===== src/rtl/fifo_arbiter.sv =====
// Two-requester write arbiter and read-side drainer for a byte FIFO with 1-cycle read latency.
// A 2-entry output buffer with valid/ready keeps 1 byte/cycle through the latency; flush drains everything.
module fifo_arbiter #(
  parameter int   DATA_W  = 8,
  parameter int   DEPTH   = 16,
  parameter logic RR_INIT = 1'b0,
  localparam int  LVL_W   = $clog2(DEPTH + 1)
) (
  input  logic              clk_i,
  input  logic              rst_i,
  input  logic              flush_i,
  input  logic              req0_i,
  input  logic              req1_i,
  input  logic [DATA_W-1:0] data0_i,
  input  logic [DATA_W-1:0] data1_i,
  output logic              ack0_o,
  output logic              ack1_o,
  output logic [DATA_W-1:0] fifo_din_o,
  output logic              fifo_wren_o,
  input  logic              fifo_full_i,
  output logic              fifo_rden_o,
  input  logic [DATA_W-1:0] fifo_dout_i,
  input  logic              fifo_empty_i,
  output logic [DATA_W-1:0] out_data_o,
  output logic              out_valid_o,
  input  logic              out_ready_i,
  output logic [LVL_W-1:0]  level_o,
  output logic              busy_o
);

  localparam logic [0:0] ST_RUN   = 1'b0;
  localparam logic [0:0] ST_FLUSH = 1'b1;

  logic [0:0]        state_q, state_d;
  logic              rr_q, rr_d;
  logic [1:0]        buf_cnt_q, buf_cnt_d;
  logic              inflight_q;
  logic [DATA_W-1:0] buf0_q, buf0_d;
  logic [DATA_W-1:0] buf1_q, buf1_d;
  logic [LVL_W-1:0]  level_q, level_d;

  logic       run;
  logic       grant;
  logic       win;
  logic       pop;
  logic       push;
  logic [2:0] occ;

  assign run = !rst_i && (state_q == ST_RUN);

  // Write side: a lone requester wins outright, a tie goes to the round-robin pointer.
  assign grant       = run && !fifo_full_i && (req0_i || req1_i);
  assign win         = (req0_i && req1_i) ? rr_q : req1_i;
  assign ack0_o      = grant && !win;
  assign ack1_o      = grant && win;
  assign fifo_wren_o = grant;
  assign fifo_din_o  = win ? data1_i : data0_i;

  assign out_valid_o = (state_q == ST_RUN) && (buf_cnt_q != 2'd0);
  assign out_data_o  = buf0_q;
  assign pop         = out_valid_o && out_ready_i;
  assign push        = inflight_q && (state_q == ST_RUN);

  // Buffered plus in-flight bytes, net of this cycle's pop, must leave room for one more.
  assign occ         = 3'(buf_cnt_q) + 3'(inflight_q);
  assign fifo_rden_o = !rst_i && !fifo_empty_i &&
                       ((state_q == ST_FLUSH) || (occ < (3'd2 + 3'(pop))));

  assign level_o = level_q;
  assign busy_o  = (state_q == ST_FLUSH);

  always_comb begin
    // NOTE: every next-state signal gets its hold value first so no path infers a latch.
    state_d   = state_q;
    rr_d      = grant ? !win : rr_q;
    buf_cnt_d = buf_cnt_q;
    buf0_d    = buf0_q;
    buf1_d    = buf1_q;
    level_d   = level_q;

    case ({push, pop})
      2'b10: begin
        if (buf_cnt_q == 2'd0) buf0_d = fifo_dout_i;
        else                   buf1_d = fifo_dout_i;
        buf_cnt_d = buf_cnt_q + 2'd1;
      end
      2'b01: begin
        buf0_d    = buf1_q;
        buf_cnt_d = buf_cnt_q - 2'd1;
      end
      2'b11: begin
        if (buf_cnt_q == 2'd1) begin
          buf0_d = fifo_dout_i;
        end else begin
          buf0_d = buf1_q;
          buf1_d = fifo_dout_i;
        end
      end
      default: ;
    endcase

    case ({fifo_wren_o, fifo_rden_o})
      2'b10:   if (level_q != LVL_W'(DEPTH)) level_d = level_q + LVL_W'(1);
      2'b01:   if (level_q != '0)            level_d = level_q - LVL_W'(1);
      default: ;
    endcase

    // Entering FLUSH drops the buffer; bytes still in flight land while in FLUSH and are ignored.
    if (state_q == ST_RUN) begin
      if (flush_i) begin
        state_d   = ST_FLUSH;
        buf_cnt_d = 2'd0;
      end
    end else if (fifo_empty_i && !inflight_q) begin
      state_d = ST_RUN;
    end
  end

  always_ff @(posedge clk_i) begin
    if (rst_i) begin
      state_q    <= ST_RUN;
      rr_q       <= RR_INIT;
      buf_cnt_q  <= 2'd0;
      inflight_q <= 1'b0;
      // NOTE: the buffer storage is reset as well so out_data_o reads zero after reset.
      buf0_q     <= '0;
      buf1_q     <= '0;
      level_q    <= '0;
    end else begin
      // NOTE: state registers use non-blocking assignment so all of them update from pre-edge values.
      state_q    <= state_d;
      rr_q       <= rr_d;
      buf_cnt_q  <= buf_cnt_d;
      inflight_q <= fifo_rden_o;
      buf0_q     <= buf0_d;
      buf1_q     <= buf1_d;
      level_q    <= level_d;
    end
  end

endmodule


===== config.mk =====
export PLATFORM = sky130hd
export DESIGN_NAME = fifo_arbiter
export DESIGN_NICKNAME = d
export VERILOG_FILES = /design/src/rtl/fifo_arbiter.sv
export SDC_FILE = /design/constraint.sdc
export NUM_CORES = 1
export LEC_CHECK = 0
export ABC_CLOCK_PERIOD_IN_PS = 3600
export BUFFER_PORTS_ARGS = -buffer_cell sky130_fd_sc_hd__buf_4
export CORE_ASPECT_RATIO = 0.5
export CORE_UTILIZATION = 30
export DETAILED_ROUTE_END_ITERATION = 6
export HOLD_SLACK_MARGIN = 0.08
export PLACE_DENSITY = 0.64
export SLEW_MARGIN = 15
export SYNTH_ARGS = -nofsm -noshare
export SYNTH_HDL_FRONTEND = slang
export SYNTH_SLANG_ARGS = --single-unit

===== constraint.sdc =====
create_clock -name clk_i -period 3.6 [get_ports clk_i]
set_clock_uncertainty 0.15 [all_clocks]
set_input_delay 0.72 -clock clk_i [delete_from_list [all_inputs] [get_ports clk_i]]
set_output_delay 0.72 -clock clk_i [all_outputs]
set_load 0.005 [all_outputs]

==> results.md <==
- The flow ran to the end, and the final reports show no timing, DRC or antenna violations.
- Clock-pin slew was measured on the worst setup and hold paths at approximately 0.09 ns.
- The post-route netlist has between 30% and 40% of its cells at a drive strength greater than 1.
- The pin count of the biggest net entering global routing is 29.
- The initial core utilization is 32.2%.
- The net switching component of the power is 0.185 mW.
- The post-synthesis register bit count is 26.
- The worst register-to-register path ends at level_o[4].
- The final count of pins violating max slew is 0.
- The clock passes through at most 2 buffers.
- The startpoint of the lowest-slack register-to-register path is buf_cnt_q[0].
- The standard-cell row count is 17.
- The post-synth design cell area is around 0.0015 sq mm.
- For this block, the via count after detailed routing is 1335.
- Counting flops with an async set or reset pin after synthesis yields a share of 0%.
- Yosys mapped the design onto 32 distinct sky130hd cell types.
- The endpoint of the worst hold path is out_data_o[3].
- During placement, the flow inserted port buffers numbering 58.
- The die covers 0.00517 sq mm.
- After layout, the minimum clock period comes to just over 3 ns.
- For the worst setup path, the data arrival time is 3.16 ns.
- Relative to the synthesized area, the layout overhead comes to 37.3%.
- For this block, the routed nets add up to 3370 um of wire.
- STA puts the critical path data required time at 3.65 ns.
- The startpoint type of the worst setup path is a register.
- The final number of setup-violating endpoints is 0.
- The number of antenna violations at the first check in global routing is 0.
- The final hold violation count is 0.
- On the worst path, the slowest cell contributes a delay of 0.48 ns.
- After detailed routing, the average wire length per cell comes to 12.0 um.
- After detailed placement, the design holds a cell count of 278.
- For this run, the post-layout net count is 263.
- The estimated wirelength of the detail-placed design is 2640 um.
- The number of buffers added by the clock tree synthesis step is 3.
- Setup repair after global routing left no endpoint under its margin.
- The total track usage is between 10% and 20%.
- The number of max-capacitance violations reported is 0.
- The number of vias per cell after detailed routing is 4.75.
- The die is 101 um wide.
- The minimum setup slack after placement is 0.461 ns.
- The total area inside the core boundary comes to 0.00453 sq mm.
- For this design the top-level I/O count stands at 59.
- The CTS tree is built.
- The final non-filler cell total is 281.
- The count of flip-flops with a built-in enable after synthesis is 0.
- The cts-stage hold buffer count is 0.
- The worst path meets setup with 0.495 ns of slack.
- For flop-to-flop paths, the worst setup slack is 0.49 ns.
- The type of destination of the critical path is a register.
- The number of buffers inserted to repair setup after CTS is 0.
- The proportion of power drawn by flip-flops and latches is approximately half.
- The class of the tightest hold or removal check is reg -> reg.
- Based on the critical path, the design can be clocked at up to 322 MHz.
- Before antenna repair, the detailed router went through 4 iterations.
- The DRC marker count from the first detailed-route iteration is 44.
- The analysis attributes to cell leakage a power of 0.953 nW.
- In this run the number of H-tree levels came out at 1.
- Headroom to the max-slew limit came out at 52.4%.
- The slowest stage of the critical path belongs to the cell sky130_fd_sc_hd__or4_1.
- The total power density per cell area is 336 mW/mm^2.
- The later pin in the worst-skew pair is clocked with a latency of 0.27 ns.
- The mean instance size in the synthesized netlist is 9.24 sq um.
- The pin slew with the least headroom to its limit is 0.714 ns.
- Counting cells, the worst reg-to-reg path comes to 12.
- The final critical-path share of the clock period is 86.3%.
- The clock root buffer master is sky130_fd_sc_hd__clkbuf_8.
- Cell internal power was estimated by the tool at approximately 0.5 mW.
- The peak supply drop is ~0.00014 V.
- The number of instances resized during post-cts repair is 0.
- In the layout the commonest cells are sky130_fd_sc_hd__buf_4 (58), sky130_fd_sc_hd__dfxtp_1 (26), sky130_fd_sc_hd__nor2_1 (24).
- The congestion estimate from routability-driven global placement came to ~0.78.
- The category of the critical setup timing path is reg -> reg.
- The worst hold path depth is 2.
- The library cell used most frequently in the layout, excluding fill and tap cells, is sky130_fd_sc_hd__buf_4.
- When the netlist entered floorplanning its net count stood at 204.
- The clock net sink count is 26.
- The number of antenna diodes in the final layout is 0.
- The share of power burned in combinational logic is 27.4%.
- The number of design rule violations left after detail routing is 0.
- The total overflow reported by the global router is 0.
- The synthesized instance count is approximately 160.
- The start point of the worst min-delay path is out_data_o[3].
- From bottom edge to top edge, the die measures 51.3 um.
- The switching power as a share of total power is 27.5%.
- The first-pass GRT wire length is roughly 5200 um.
- The detail route stage leaves a number of antenna-violating nets equal to 0.
- Summing the sequential cell areas from Yosys gives between 30% and 40% of the chip area.
- The part of the power in the clock network is 23.6%.
- The maximum fanout encountered on the critical timing path is 7.
- Summed over all failing endpoints, the final setup total negative slack is 0 ns.
- Traced cell by cell, the critical path runs through inv_1 > ha_1 > inv_1 > nand3b_1 > a21oi_1 > o21a_1 > ha_1 > ha_1 > a21oi_1 > a21boi_0 > or4_1 > a21oi_1.
- The number of global-route vias before repair is ~1200.
- The yosys synthesis warning count is 0.
- For this run, the leading register cell type out of synthesis is sky130_fd_sc_hd__dfxtp_1.
## state kept, by name, indices dropped and copies added (netlist names)
register / flops
buf_cnt_q: 2
busy_o: 1
buf1_q: 8
out_data_o: 8
level_o: 5
rr_q: 1
inflight_q: 1
## synthesized netlist by cell type, types with 2 or more instances
| cell type | number | area [sq um] |
|---|---|---|
| sky130_fd_sc_hd__a311oi_1 | 2 | 17.5 |
| sky130_fd_sc_hd__dfxtp_1 | 26 | 521 |
| sky130_fd_sc_hd__nand3b_1 | 3 | 22.5 |
| sky130_fd_sc_hd__o31ai_1 | 2 | 15.0 |
| sky130_fd_sc_hd__a21oi_1 | 8 | 40.0 |
| sky130_fd_sc_hd__clkbuf_1 | 4 | 15.0 |
| sky130_fd_sc_hd__a21o_1 | 3 | 22.5 |
| sky130_fd_sc_hd__inv_1 | 8 | 30.0 |
| sky130_fd_sc_hd__a221oi_1 | 8 | 70.1 |
| sky130_fd_sc_hd__nor2b_1 | 3 | 18.8 |
| sky130_fd_sc_hd__o21ai_0 | 3 | 15.0 |
| sky130_fd_sc_hd__nor2_1 | 24 | 90.1 |
| sky130_fd_sc_hd__mux2i_1 | 9 | 90.1 |
| sky130_fd_sc_hd__o21a_1 | 3 | 22.5 |
| sky130_fd_sc_hd__xnor2_1 | 2 | 17.5 |
| sky130_fd_sc_hd__mux2_2 | 9 | 101 |
| sky130_fd_sc_hd__nand2_1 | 5 | 18.8 |
| sky130_fd_sc_hd__ha_1 | 13 | 163 |
| sky130_fd_sc_hd__nor3_1 | 10 | 50.1 |
## critical path: cells and delay by family (launching register included)
family / cells / cell delay (ns)
adder cells (fa/ha/maj): 3 / 0.84
buffers and inverters: 2 / 0.21
AO/OA/AOI/OAI: 5 / 0.89
flip-flops: 1 / 0.39
AND/OR/NAND/NOR: 2 / 0.57
## how the worst max path moves through the flow
stage,startpoint,end,cells past startpoint
5_1_grt,buf_cnt_q[0],level_o[4],12
6_report,buf_cnt_q[0],level_o[4],12
2_1_floorplan,rst_i,level_o[4],9
3_3_place_gp,rst_i,level_o[4],9
3_5_place_dp,rst_i,level_o[4],9
4_1_cts,buf_cnt_q[0],level_o[4],12
## layer usage
layer / GRT usage (%) / wire length, um / up-vias
met5: 0 / 0 / -
met4: 2.42 / 8 / 0
met3: 3.01 / 97 / 2
met2: 25.5 / 1750 / 19
met1: 14.4 / 1520 / 626
li1: - / - / 688
## metrics by stage
step	utilization (%)	hold WS, ns	power (mW)	instance area (sq um)
finish	44.2	0.342	0.673	2000
global route	44.2	0.359	0.710	2000
floorplan	-	0.308	0.435	1460
CTS	44.2	0.345	0.683	2000
detailed placement	43.3	0.330	0.521	1960
global placement	43.3	0.326	0.518	1960
## power groups by stage
| stage | Sequential [mW] | Combinational, mW | Clock [mW] |
|---|---|---|---|
| 2_1_floorplan | 0.333 | 0.102 | 0 |
| 3_3_place_gp | 0.336 | 0.182 | 0 |
| 3_5_place_dp | 0.337 | 0.185 | 0 |
| 4_1_cts | 0.330 | 0.186 | 0.167 |
| 5_1_grt | 0.333 | 0.204 | 0.174 |
| 6_report | 0.330 | 0.184 | 0.159 |
## kinds of logic (layout without fill, tap and decap cells)
group,count (synthesis),count (layout),share of synthesized area (%)
DFF,26,26,35.6
AOI/OAI and AO/OA,33,33,16.1
muxes,19,19,14.1
and+or+nand+nor,51,51,16.7
xor gates and xnor gates,3,3,1.80
buffers and inverters,12,69,3.08
adders and majority gates,14,14,12.5
## area by class of cell
type | count | area [sq um]
Sequential cell | 26 | 520
Fill cell | 460 | 2530
Multi-Input combinational cell | 120 | 895
Tap cell | 66 | 82.6
Timing Repair Buffer | 58 | 435
Clock buffer | 3 | 41.3
Inverter | 8 | 30.0
No activity file was read; power rests on OpenSTA's default activity.
